**src/rtl/div_rem_unit_if.sv**
```systemverilog
// Handshake and operand bus between the control unit and the divide/remainder unit.
interface div_rem_unit_if #(
  parameter int DATA_WIDTH = 32
);
  logic                  start_signal;
  logic [1:0]            op_select;
  logic [DATA_WIDTH-1:0] dividend_input;
  logic [DATA_WIDTH-1:0] divisor_input;
  logic                  busy_signal;
  logic                  done_signal;
  logic [DATA_WIDTH-1:0] out_result_data;

  modport master (
    output start_signal, op_select, dividend_input, divisor_input,
    input  busy_signal, done_signal, out_result_data
  );

  modport slave (
    input  start_signal, op_select, dividend_input, divisor_input,
    output busy_signal, done_signal, out_result_data
  );
endinterface

```
**src/rtl/div_rem_unit.sv**
```systemverilog
// Iterative restoring divider for DIV/DIVU/REM/REMU; one quotient bit per clock.
//   state  | meaning
//   S_IDLE | waiting for start_signal
//   S_CALC | restoring iterations in progress, busy_signal high
//   S_DONE | out_result_data valid, done_signal high for this cycle
module div_rem_unit #(
  parameter int DATA_WIDTH = 32
) (
  input logic         clk,
  input logic         rst_n,
  div_rem_unit_if.slave bus
);
  localparam int W  = DATA_WIDTH;
  localparam int CW = $clog2(W) + 1;

  typedef enum logic [1:0] {S_IDLE, S_CALC, S_DONE} state_t;

  state_t         state, state_next;
  logic [1:0]     op_q;
  logic [W-1:0]   quo, rem, dsr, result;
  logic [CW-1:0]  count;
  logic           neg_quo, neg_rem;

  logic           accept, last_step;
  logic           signed_in, is_rem_in, div_zero, sgn_ovf, special;
  logic [W-1:0]   special_result, dvd_abs, dvs_abs;
  logic [W:0]     rem_sh, diff;
  logic [W-1:0]   quo_step, rem_step, final_result;

  // op_select[0] selects unsigned, op_select[1] selects remainder
  always_comb begin
    signed_in = ~bus.op_select[0];
    is_rem_in = bus.op_select[1];
    div_zero  = (bus.divisor_input == '0);
    sgn_ovf   = signed_in && (bus.dividend_input == {1'b1, {(W-1){1'b0}}})
                && (bus.divisor_input == '1);
    special   = div_zero || sgn_ovf;
    if (div_zero)
      special_result = is_rem_in ? bus.dividend_input : '1;
    else
      special_result = is_rem_in ? '0 : {1'b1, {(W-1){1'b0}}};
    dvd_abs = (signed_in && bus.dividend_input[W-1]) ? -bus.dividend_input : bus.dividend_input;
    dvs_abs = (signed_in && bus.divisor_input[W-1])  ? -bus.divisor_input  : bus.divisor_input;
  end

  // Shifted partial remainder needs W+1 bits; bit W of the difference is the borrow.
  always_comb begin
    rem_sh = {rem, quo[W-1]};
    diff   = rem_sh - {1'b0, dsr};
    if (!diff[W]) begin
      rem_step = diff[W-1:0];
      quo_step = {quo[W-2:0], 1'b1};
    end else begin
      rem_step = rem_sh[W-1:0];
      quo_step = {quo[W-2:0], 1'b0};
    end
    last_step = (count == CW'(W-1));
    if (op_q[1])
      final_result = neg_rem ? -rem_step : rem_step;
    else
      final_result = neg_quo ? -quo_step : quo_step;
  end

  always_ff @(posedge clk or negedge rst_n) begin
    if (!rst_n) state <= S_IDLE;
    else        state <= state_next;
  end

  always_comb begin
    state_next = state;
    accept     = 1'b0;
    unique case (state)
      S_IDLE, S_DONE: begin
        if (bus.start_signal) begin
          accept     = 1'b1;
          state_next = special ? S_DONE : S_CALC;
        end else begin
          state_next = S_IDLE;
        end
      end
      S_CALC: if (last_step) state_next = S_DONE;
      default: state_next = S_IDLE;
    endcase
  end

  always_ff @(posedge clk or negedge rst_n) begin
    if (!rst_n) begin
      op_q    <= '0;
      quo     <= '0;
      rem     <= '0;
      dsr     <= '0;
      count   <= '0;
      neg_quo <= 1'b0;
      neg_rem <= 1'b0;
      result  <= '0;
    end else if (accept) begin
      op_q    <= bus.op_select;
      quo     <= dvd_abs;
      dsr     <= dvs_abs;
      rem     <= '0;
      count   <= '0;
      neg_quo <= signed_in && (bus.dividend_input[W-1] ^ bus.divisor_input[W-1]);
      neg_rem <= signed_in && bus.dividend_input[W-1];
      if (special) result <= special_result;
    end else if (state == S_CALC) begin
      quo   <= quo_step;
      rem   <= rem_step;
      count <= count + 1'b1;
      if (last_step) result <= final_result;
    end
  end

  assign bus.busy_signal     = (state == S_CALC);
  assign bus.done_signal     = (state == S_DONE);
  assign bus.out_result_data = result;
endmodule

```
**src/flat_wrapper.sv**
```systemverilog
// flat-port wrapper written by rule: the top's interface ports become plain ports
module div_rem_unit_flat 
#(
  parameter int DATA_WIDTH = 32
)
  (clk, rst_n, bus_start_signal, bus_op_select, bus_dividend_input, bus_divisor_input, bus_busy_signal, bus_done_signal, bus_out_result_data);
  div_rem_unit_if #(.DATA_WIDTH(DATA_WIDTH)) bus_i ();
  input logic clk;
  input logic rst_n;
  input wire logic [$bits(bus_i.start_signal)-1:0] bus_start_signal;
  input wire logic [$bits(bus_i.op_select)-1:0] bus_op_select;
  input wire logic [$bits(bus_i.dividend_input)-1:0] bus_dividend_input;
  input wire logic [$bits(bus_i.divisor_input)-1:0] bus_divisor_input;
  output wire logic [$bits(bus_i.busy_signal)-1:0] bus_busy_signal;
  output wire logic [$bits(bus_i.done_signal)-1:0] bus_done_signal;
  output wire logic [$bits(bus_i.out_result_data)-1:0] bus_out_result_data;
  assign bus_i.start_signal = bus_start_signal;
  assign bus_i.op_select = bus_op_select;
  assign bus_i.dividend_input = bus_dividend_input;
  assign bus_i.divisor_input = bus_divisor_input;
  assign bus_busy_signal = bus_i.busy_signal;
  assign bus_done_signal = bus_i.done_signal;
  assign bus_out_result_data = bus_i.out_result_data;
  div_rem_unit #(.DATA_WIDTH(DATA_WIDTH)) u_core (.clk(clk), .rst_n(rst_n), .bus(bus_i));
endmodule
```
**config.mk**
```make
export PLATFORM = sky130hd
export DESIGN_NAME = div_rem_unit_flat
export DESIGN_NICKNAME = d
export VERILOG_FILES = /design/src/rtl/div_rem_unit_if.sv /design/src/rtl/div_rem_unit.sv /design/src/flat_wrapper.sv
export SDC_FILE = /design/constraint.sdc
export NUM_CORES = 1
export LEC_CHECK = 0
export CAP_MARGIN = 25
export CELL_PAD_IN_SITES_DETAIL_PLACEMENT = 0
export CELL_PAD_IN_SITES_GLOBAL_PLACEMENT = 1
export CORE_MARGIN = 2
export CORE_UTILIZATION = 44
export DETAILED_ROUTE_END_ITERATION = 10
export PLACE_DENSITY = 0.83
export SLEW_MARGIN = 30
export SYNTH_ARGS = -nofsm -noshare
export SYNTH_HDL_FRONTEND = slang
export SYNTH_SLANG_ARGS = --single-unit
```
**constraint.sdc**
```tcl
create_clock -name clk -period 7.5 [get_ports clk]
set_input_delay 1.5 -clock clk [delete_from_list [all_inputs] [get_ports clk]]
set_output_delay 1.5 -clock clk [all_outputs]
set_load 0.02 [all_outputs]
```
# Yosys cells after proc, flatten, opt, wreduce, memory -nomap -nowiden
# Index checks and enable logic that the tools add are counted.
# word_totals
reg_bits	140
latchBits	0
ramBits	0
mem_bits_ro	0
inputBits	69
out_inout_bits	34
wordCells	62
memories	0
# op_classes
n_addsub	6
multipliers	0
n_div	0
order_cmp	0
n_eq_ne	7
n_shift	0
muxes	26
bitwise_logic	2
reduce_logical	12
# op_table
op	count
two-way mux 32 bit	17
negator 32 bit	4
== test 32 bit (second input constant)	2
subtractor 33 x 32 -> 33 bit	1
logical NOT 32 bit	1
two-way mux 6 bit	2
adder 6 x 1 -> 6 bit (second input constant)	1
== test 6 x 5 -> 1 bit (second input constant)	1
two-way mux 2 bit	3
logical AND 1 bit	5
case mux 2 bit (2 select lines)	1
nonzero test 2 bit	2
two-way mux 1 bit	3
AND reduction 3 bit	1
== test 2 x 1 -> 1 bit (second input constant)	1
== test 2 bit (second input constant)	1
logical NOT 2 bit	1
!= test 2 x 1 -> 1 bit (second input constant)	1
!= test 2 bit (second input constant)	1
OR reduction 2 bit	1
logical OR 1 bit	1
NOT 1 bit	1
XOR 1 bit	1

# Longest topological paths before layout
# depth
word_depth	8
depth_mapped	25

# Worst setup path after synthesis
# Ideal clock, no wire load.
# synth_timing
path_kind	reg-to-reg
startpoint	register u_core.quo[31]
endpoint	register u_core.result[24] (netlist: u_core.bus.out_result_data[24])
arrival_ns	5.590
t_required_ns	7.372
setup_slack_ns	1.783
path_stages_with_launch	26
n_path_buf	3
period_less_slack_ns	5.717
cell_sequence	dfrtp_1 -> inv_1 -> ha_1 -> fa_1 -> nand2b_1 -> a211oi_2 -> o21ai_1 -> a211oi_2 -> a211oi_4 -> inv_2 -> buf_2 -> buf_1 -> buf_1 -> nor2_1 -> a21oi_1 -> ha_1 -> inv_1 -> or4b_2 -> nor3_1 -> nand2_1 -> nor2_1 -> a21oi_1 -> or4_1 -> or4_1 -> o2111ai_1 -> nand3_1
# synth_via
elab_chain_len	8
# synth_lines
element	line_no	source
from (decl)	div_rem_unit.sv:20	logic [W-1:0] quo, rem, dsr, result;
from (signal assigned)	div_rem_unit.sv:98	quo <= dvd_abs;
from (signal assigned)	div_rem_unit.sv:106	quo <= quo_step;
subtractor 33 x 32 -> 33 bit	div_rem_unit.sv:49	diff = rem_sh - {1'b0, dsr};
two-way mux 1 bit or two-way mux 32 bit (tied branches)	div_rem_unit.sv:50	if (!diff[W]) begin
negator 32 bit (on tied branches)	div_rem_unit.sv:61, div_rem_unit.sv:59	
two-way mux 32 bit (on tied branches)	div_rem_unit.sv:61, div_rem_unit.sv:59	
two-way mux 32 bit (*)	div_rem_unit.sv:58	if (op_q[1])
two-way mux 32 bit (*)	div_rem_unit.sv:109	if (last_step) result <= final_result;
two-way mux 32 bit (*)	div_rem_unit.sv:105	end else if (state == S_CALC) begin
two-way mux 32 bit (*)	div_rem_unit.sv:96	end else if (accept) begin
to (signal assigned)	div_rem_unit.sv:104	if (special) result <= special_result;
to (signal assigned)	div_rem_unit.sv:109	
to (decl)	div_rem_unit.sv:20	
# Every way passes the cells marked *; elsewhere a longest branch is shown, timed or not. The select of a mux whose other input is x is not followed.
# A chain may end at the register's enable or synchronous reset.

# Worst setup path in the final report
# Ends and elaborated chain as after synthesis.

==> summary.txt <==
LOGIC SYNTHESIS
--------------------------------------------------------------------------------
Most numerous cell types in the synthesized netlist                 192 x sky130_fd_sc_hd__nand2_1, 186 x sky130_fd_sc_hd__o21ai_0, 139 x sky130_fd_sc_hd__dfrtp_1
Number of warnings reported in the yosys synthesis log                         0
Ys async rst share                                                          1.00
Sequential element share of the synthesized area                           0.304
Dominant cell by count in the synthesized netlist                   sky130_fd_sc_hd__nand2_1
Most frequently used flop master after synthesis                    sky130_fd_sc_hd__dfrtp_1
Dominant cells by area after synthesis                              sky130_fd_sc_hd__dfrtp_1 30%, sky130_fd_sc_hd__o21ai_0 8.1%, sky130_fd_sc_hd__nand2_1 6.3%
Synth Register Bits                                                          139
Mapped Cells                                                                1451
Post-synth EDFFs                                                               0
Yosys top cell by area                                              sky130_fd_sc_hd__dfrtp_1
Mean Syn Cell Area                                                      7.90 µm²
Distinct cell type count after synthesis                                      82
Netlist area before placement                                         0.0115 mm²
Synth top area share                                                       0.304
Synthesized Nets                                                            1559

STA
--------------------------------------------------------------------------------
Setup TNS                                                                   0 ps
Worst Clk Skew                                                           17.8 ps
Setup repair after global routing missed its margin                           no
Count of final max-slew check failures                                         0
Fin. Hold Viols                                                                0
Maximum frequency from static timing analysis                            178 MHz
Pin slew with the least headroom to its limit                            1010 ps
Final clock period utilization by the worst path                           0.748
Final number of setup-violating endpoints                                      0
Worst slew margin relative to its limit                                    0.321
Fin crit period                                                          5610 ps

FINAL LAYOUT
--------------------------------------------------------------------------------
Fraction of final layout cells with drive strength greater than 1         0.0526
Final Util                                                                 0.515
Area delta synth->final                                                    16.2%
N_diodes                                                                       0
# nets final                                                                1616

CLOCK NETWORK
--------------------------------------------------------------------------------
Number of setup buffers added after CTS                                        0
TritonCTS clock tree                                                         yes
CTS Hold Buffers Added                                                         0
Inserted Clock Buffers                                                        17
Clock sink total                                                             139
Cell chosen for the clock root                                      sky130_fd_sc_hd__clkbuf_16
Bufs on Longest Clock Path                                                     2
H-Tree Depth                                                                   4
CTS clock-pin slew for the worst setup and hold paths                      70 ps
Insertion delay of the later-clocked pin in the worst-skew pair           450 ps
Number of gates given a new drive strength after cts                           0

SETUP PATH
--------------------------------------------------------------------------------
Critical Path RT                                                         7820 ps
Startpoint type of the worst setup path                                     flop
Worst Setup SP                                                      u_core.quo[31]
Critical path peak fanout                                                      7
Length in cells of the worst reg-to-reg path                                  23
RR Endpoint                                                         u_core.bus.out_result_data[24]
Slack of the worst reg-to-reg path                                       1890 ps
Worst R2R Start                                                     u_core.quo[31]
Endpoint kind of the worst setup timing path                                flop
Signal arrival time at the worst endpoint                                5930 ps
Worst Path Class, Setup                                             flop to flop

STATUS
--------------------------------------------------------------------------------
Run status                                                          finished with violations
Failing checks                                                               DRC

FLOORPLANNING
--------------------------------------------------------------------------------
Die ar.                                                               0.0273 mm²
Width of the die                                                          165 µm
Std cell rows                                                                 59
I/O pin count                                                                103
Initial standard-cell utilization of the core                              0.443
Vert. Die Dim                                                             165 µm
Core Region                                                           0.0258 mm²

POWER
--------------------------------------------------------------------------------
Total power per unit cell area                                        519 mW/mm²
Maximum resistive drop on vdd                                           0.343 mV
Static Leakage                                                           5.21 nW

GRT
--------------------------------------------------------------------------------
Pin count of the biggest net entering global routing                          82
Number of antenna violations at the first check in global routing              0
Total gr overflow                                                              0
First-pass GRT wire length                                              62000 µm
Number of global-route vias before repair                                  10800
Total GRT Usage                                                            0.294

DETAILED ROUTING
--------------------------------------------------------------------------------
Via count                                                                  11400
Drc violations                                                                 1
First-pass iteration count of the detailed router                              8
DRC marker count from the first detailed-route iteration                    1268
Avg WL per Cell                                                          21.1 µm
Number of nets still failing antenna checks after routing                      0
Final WL                                                                39200 µm
Avg Vias per Cell                                                           6.16

WORST HOLD PATH
--------------------------------------------------------------------------------
Endpoint of the worst hold path                                     u_core.bus.out_result_data[17]
Worst Hold Path Cells                                                          1
Worst min-delay path category                                       flop to flop
Worst Hold Launch                                                   u_core.bus.out_result_data[17]

PLACED DESIGN
--------------------------------------------------------------------------------
PortBufs                                                                     102
Global placer's final weighted congestion                                  0.912
DPL Wire Length                                                         29200 µm

FLOW RUN
--------------------------------------------------------------------------------
# Max-Cap Violations                                                           0

## worst max-delay path: stages, from the launching register on
cell and delay [ps]:
sky130_fd_sc_hd__dfrtp_1 390, sky130_fd_sc_hd__inv_1 70, sky130_fd_sc_hd__ha_1 240, sky130_fd_sc_hd__fa_1 440, sky130_fd_sc_hd__nand2b_1 200, sky130_fd_sc_hd__a211oi_2 410, sky130_fd_sc_hd__o21a_1 250, sky130_fd_sc_hd__o211ai_1 170
sky130_fd_sc_hd__a211oi_4 330, sky130_fd_sc_hd__inv_2 90, sky130_fd_sc_hd__nand2_1 70, sky130_fd_sc_hd__o21ai_0 100, sky130_fd_sc_hd__inv_1 90, sky130_fd_sc_hd__ha_1 160, sky130_fd_sc_hd__inv_1 60, sky130_fd_sc_hd__or4b_2 620
sky130_fd_sc_hd__nor3_1 300, sky130_fd_sc_hd__nand2_1 120, sky130_fd_sc_hd__nor2_1 100, sky130_fd_sc_hd__a21oi_1 80, sky130_fd_sc_hd__or4_1 480, sky130_fd_sc_hd__or4_1 480, sky130_fd_sc_hd__o2111ai_1 120, sky130_fd_sc_hd__nand3_1 90
## final cells by class
class,count,area [µm²]
multi-input combinational,1177,7470
clock inverter,15,171
timing repair buffer,117,1130
fill,2590,12500
tap,335,419
sequential,139,3480
inverter,56,210
clock buffer,17,425
## per-stage QoR
| stage | worst slack (ps) | cells | area [µm²] | hold WS, ps | power (mW) |
|---|---|---|---|---|---|
| after floorplan | 1780 | 1451 | 11500 | 450 | 4.61 |
| after global placement | 2050 | 1824 | 12700 | 462 | 5.91 |
| after detailed placement | 1970 | 1824 | 12700 | 459 | 5.95 |
| after CTS | 1920 | 1856 | 13300 | 484 | 6.84 |
| after global routing | 1370 | 1856 | 13300 | 496 | 7.45 |
| final | 1890 | 1856 | 13300 | 480 | 6.90 |
## power by group
group / total, mW / internal [mW] / switching, mW
Combinational: 4.52 / 1.67 / 2.85
Sequential: 1.51 / 1.10 / 0.406
Clock: 0.880 / 0.450 / 0.431
## routing by layer
layer / track usage / part of all wire / wire length [µm] / up-vias
met2: 0.452 / 0.45 / 17600 / 483
met4: 0.0713 / 0.019 / 733 / 0
met3: 0.0502 / 0.075 / 2920 / 58
met1: 0.431 / 0.46 / 18000 / 5455
li1: - / - / - / 5445
met5: 0 / 0 / 0 / -
## cell usage in the layout, fill, tap and decap left out, types with 6 or more instances in the layout
master	instances
sky130_fd_sc_hd__o221ai_1	12
sky130_fd_sc_hd__buf_4	15
sky130_fd_sc_hd__o21ai_0	186
sky130_fd_sc_hd__a22oi_1	32
sky130_fd_sc_hd__mux2i_1	21
sky130_fd_sc_hd__o21ai_1	11
sky130_fd_sc_hd__a211oi_1	18
sky130_fd_sc_hd__o21a_1	9
sky130_fd_sc_hd__a221oi_1	6
sky130_fd_sc_hd__o41ai_1	10
sky130_fd_sc_hd__a21o_1	9
sky130_fd_sc_hd__xor2_1	75
sky130_fd_sc_hd__clkdlybuf4s50_1	101
sky130_fd_sc_hd__nand4_1	18
sky130_fd_sc_hd__clkbuf_16	17
sky130_fd_sc_hd__a21oi_1	79
sky130_fd_sc_hd__nand2b_1	12
sky130_fd_sc_hd__ha_1	38
sky130_fd_sc_hd__a31oi_1	8
sky130_fd_sc_hd__nor4_1	11
sky130_fd_sc_hd__nor3_1	48
sky130_fd_sc_hd__and2_1	8
sky130_fd_sc_hd__nand2_1	192
sky130_fd_sc_hd__inv_1	53
sky130_fd_sc_hd__o211a_1	8
sky130_fd_sc_hd__nor2b_1	7
sky130_fd_sc_hd__o211ai_1	11
sky130_fd_sc_hd__nand3_1	18
sky130_fd_sc_hd__a22o_1	8
sky130_fd_sc_hd__o31ai_1	31
sky130_fd_sc_hd__xnor2_1	60
sky130_fd_sc_hd__dfrtp_1	138
sky130_fd_sc_hd__nor2_1	96
sky130_fd_sc_hd__or4_1	15
sky130_fd_sc_hd__or3_1	22
## cell families after synthesis
family                     after synthesis  share of synthesized area
AOI/OAI and AO/OA                      498                      0.281
buffers and inverters                  135                     0.0472
DFF                                    139                      0.304
adders and majority gates               39                     0.0433
xor gates and xnor gates               135                      0.103
and+or+nand+nor                        481                      0.201
muxes                                   24                     0.0213
## state kept, by name, summed over array words and instances (netlist names)
signal	cells
u_core.neg_rem	1
u_core.quo	32
u_core.neg_quo	1
u_core.count	6
u_core.bus.out_result_data	32
u_core.rem	32
u_core.op_q	1
u_core.state	2
u_core.dsr	32
## worst max-delay path by stage
stage | cells after the start | slack, ps | to
global placement | 23 | 2050 | u_core.bus.out_result_data[24]
CTS | 23 | 1920 | u_core.bus.out_result_data[24]
detailed placement | 23 | 1970 | u_core.bus.out_result_data[24]
floorplan | 25 | 1780 | u_core.bus.out_result_data[24]
global route | 23 | 1370 | u_core.bus.out_result_data[24]
finish | 23 | 1890 | u_core.bus.out_result_data[24]
No activity file was read; power rests on OpenSTA's default activity.
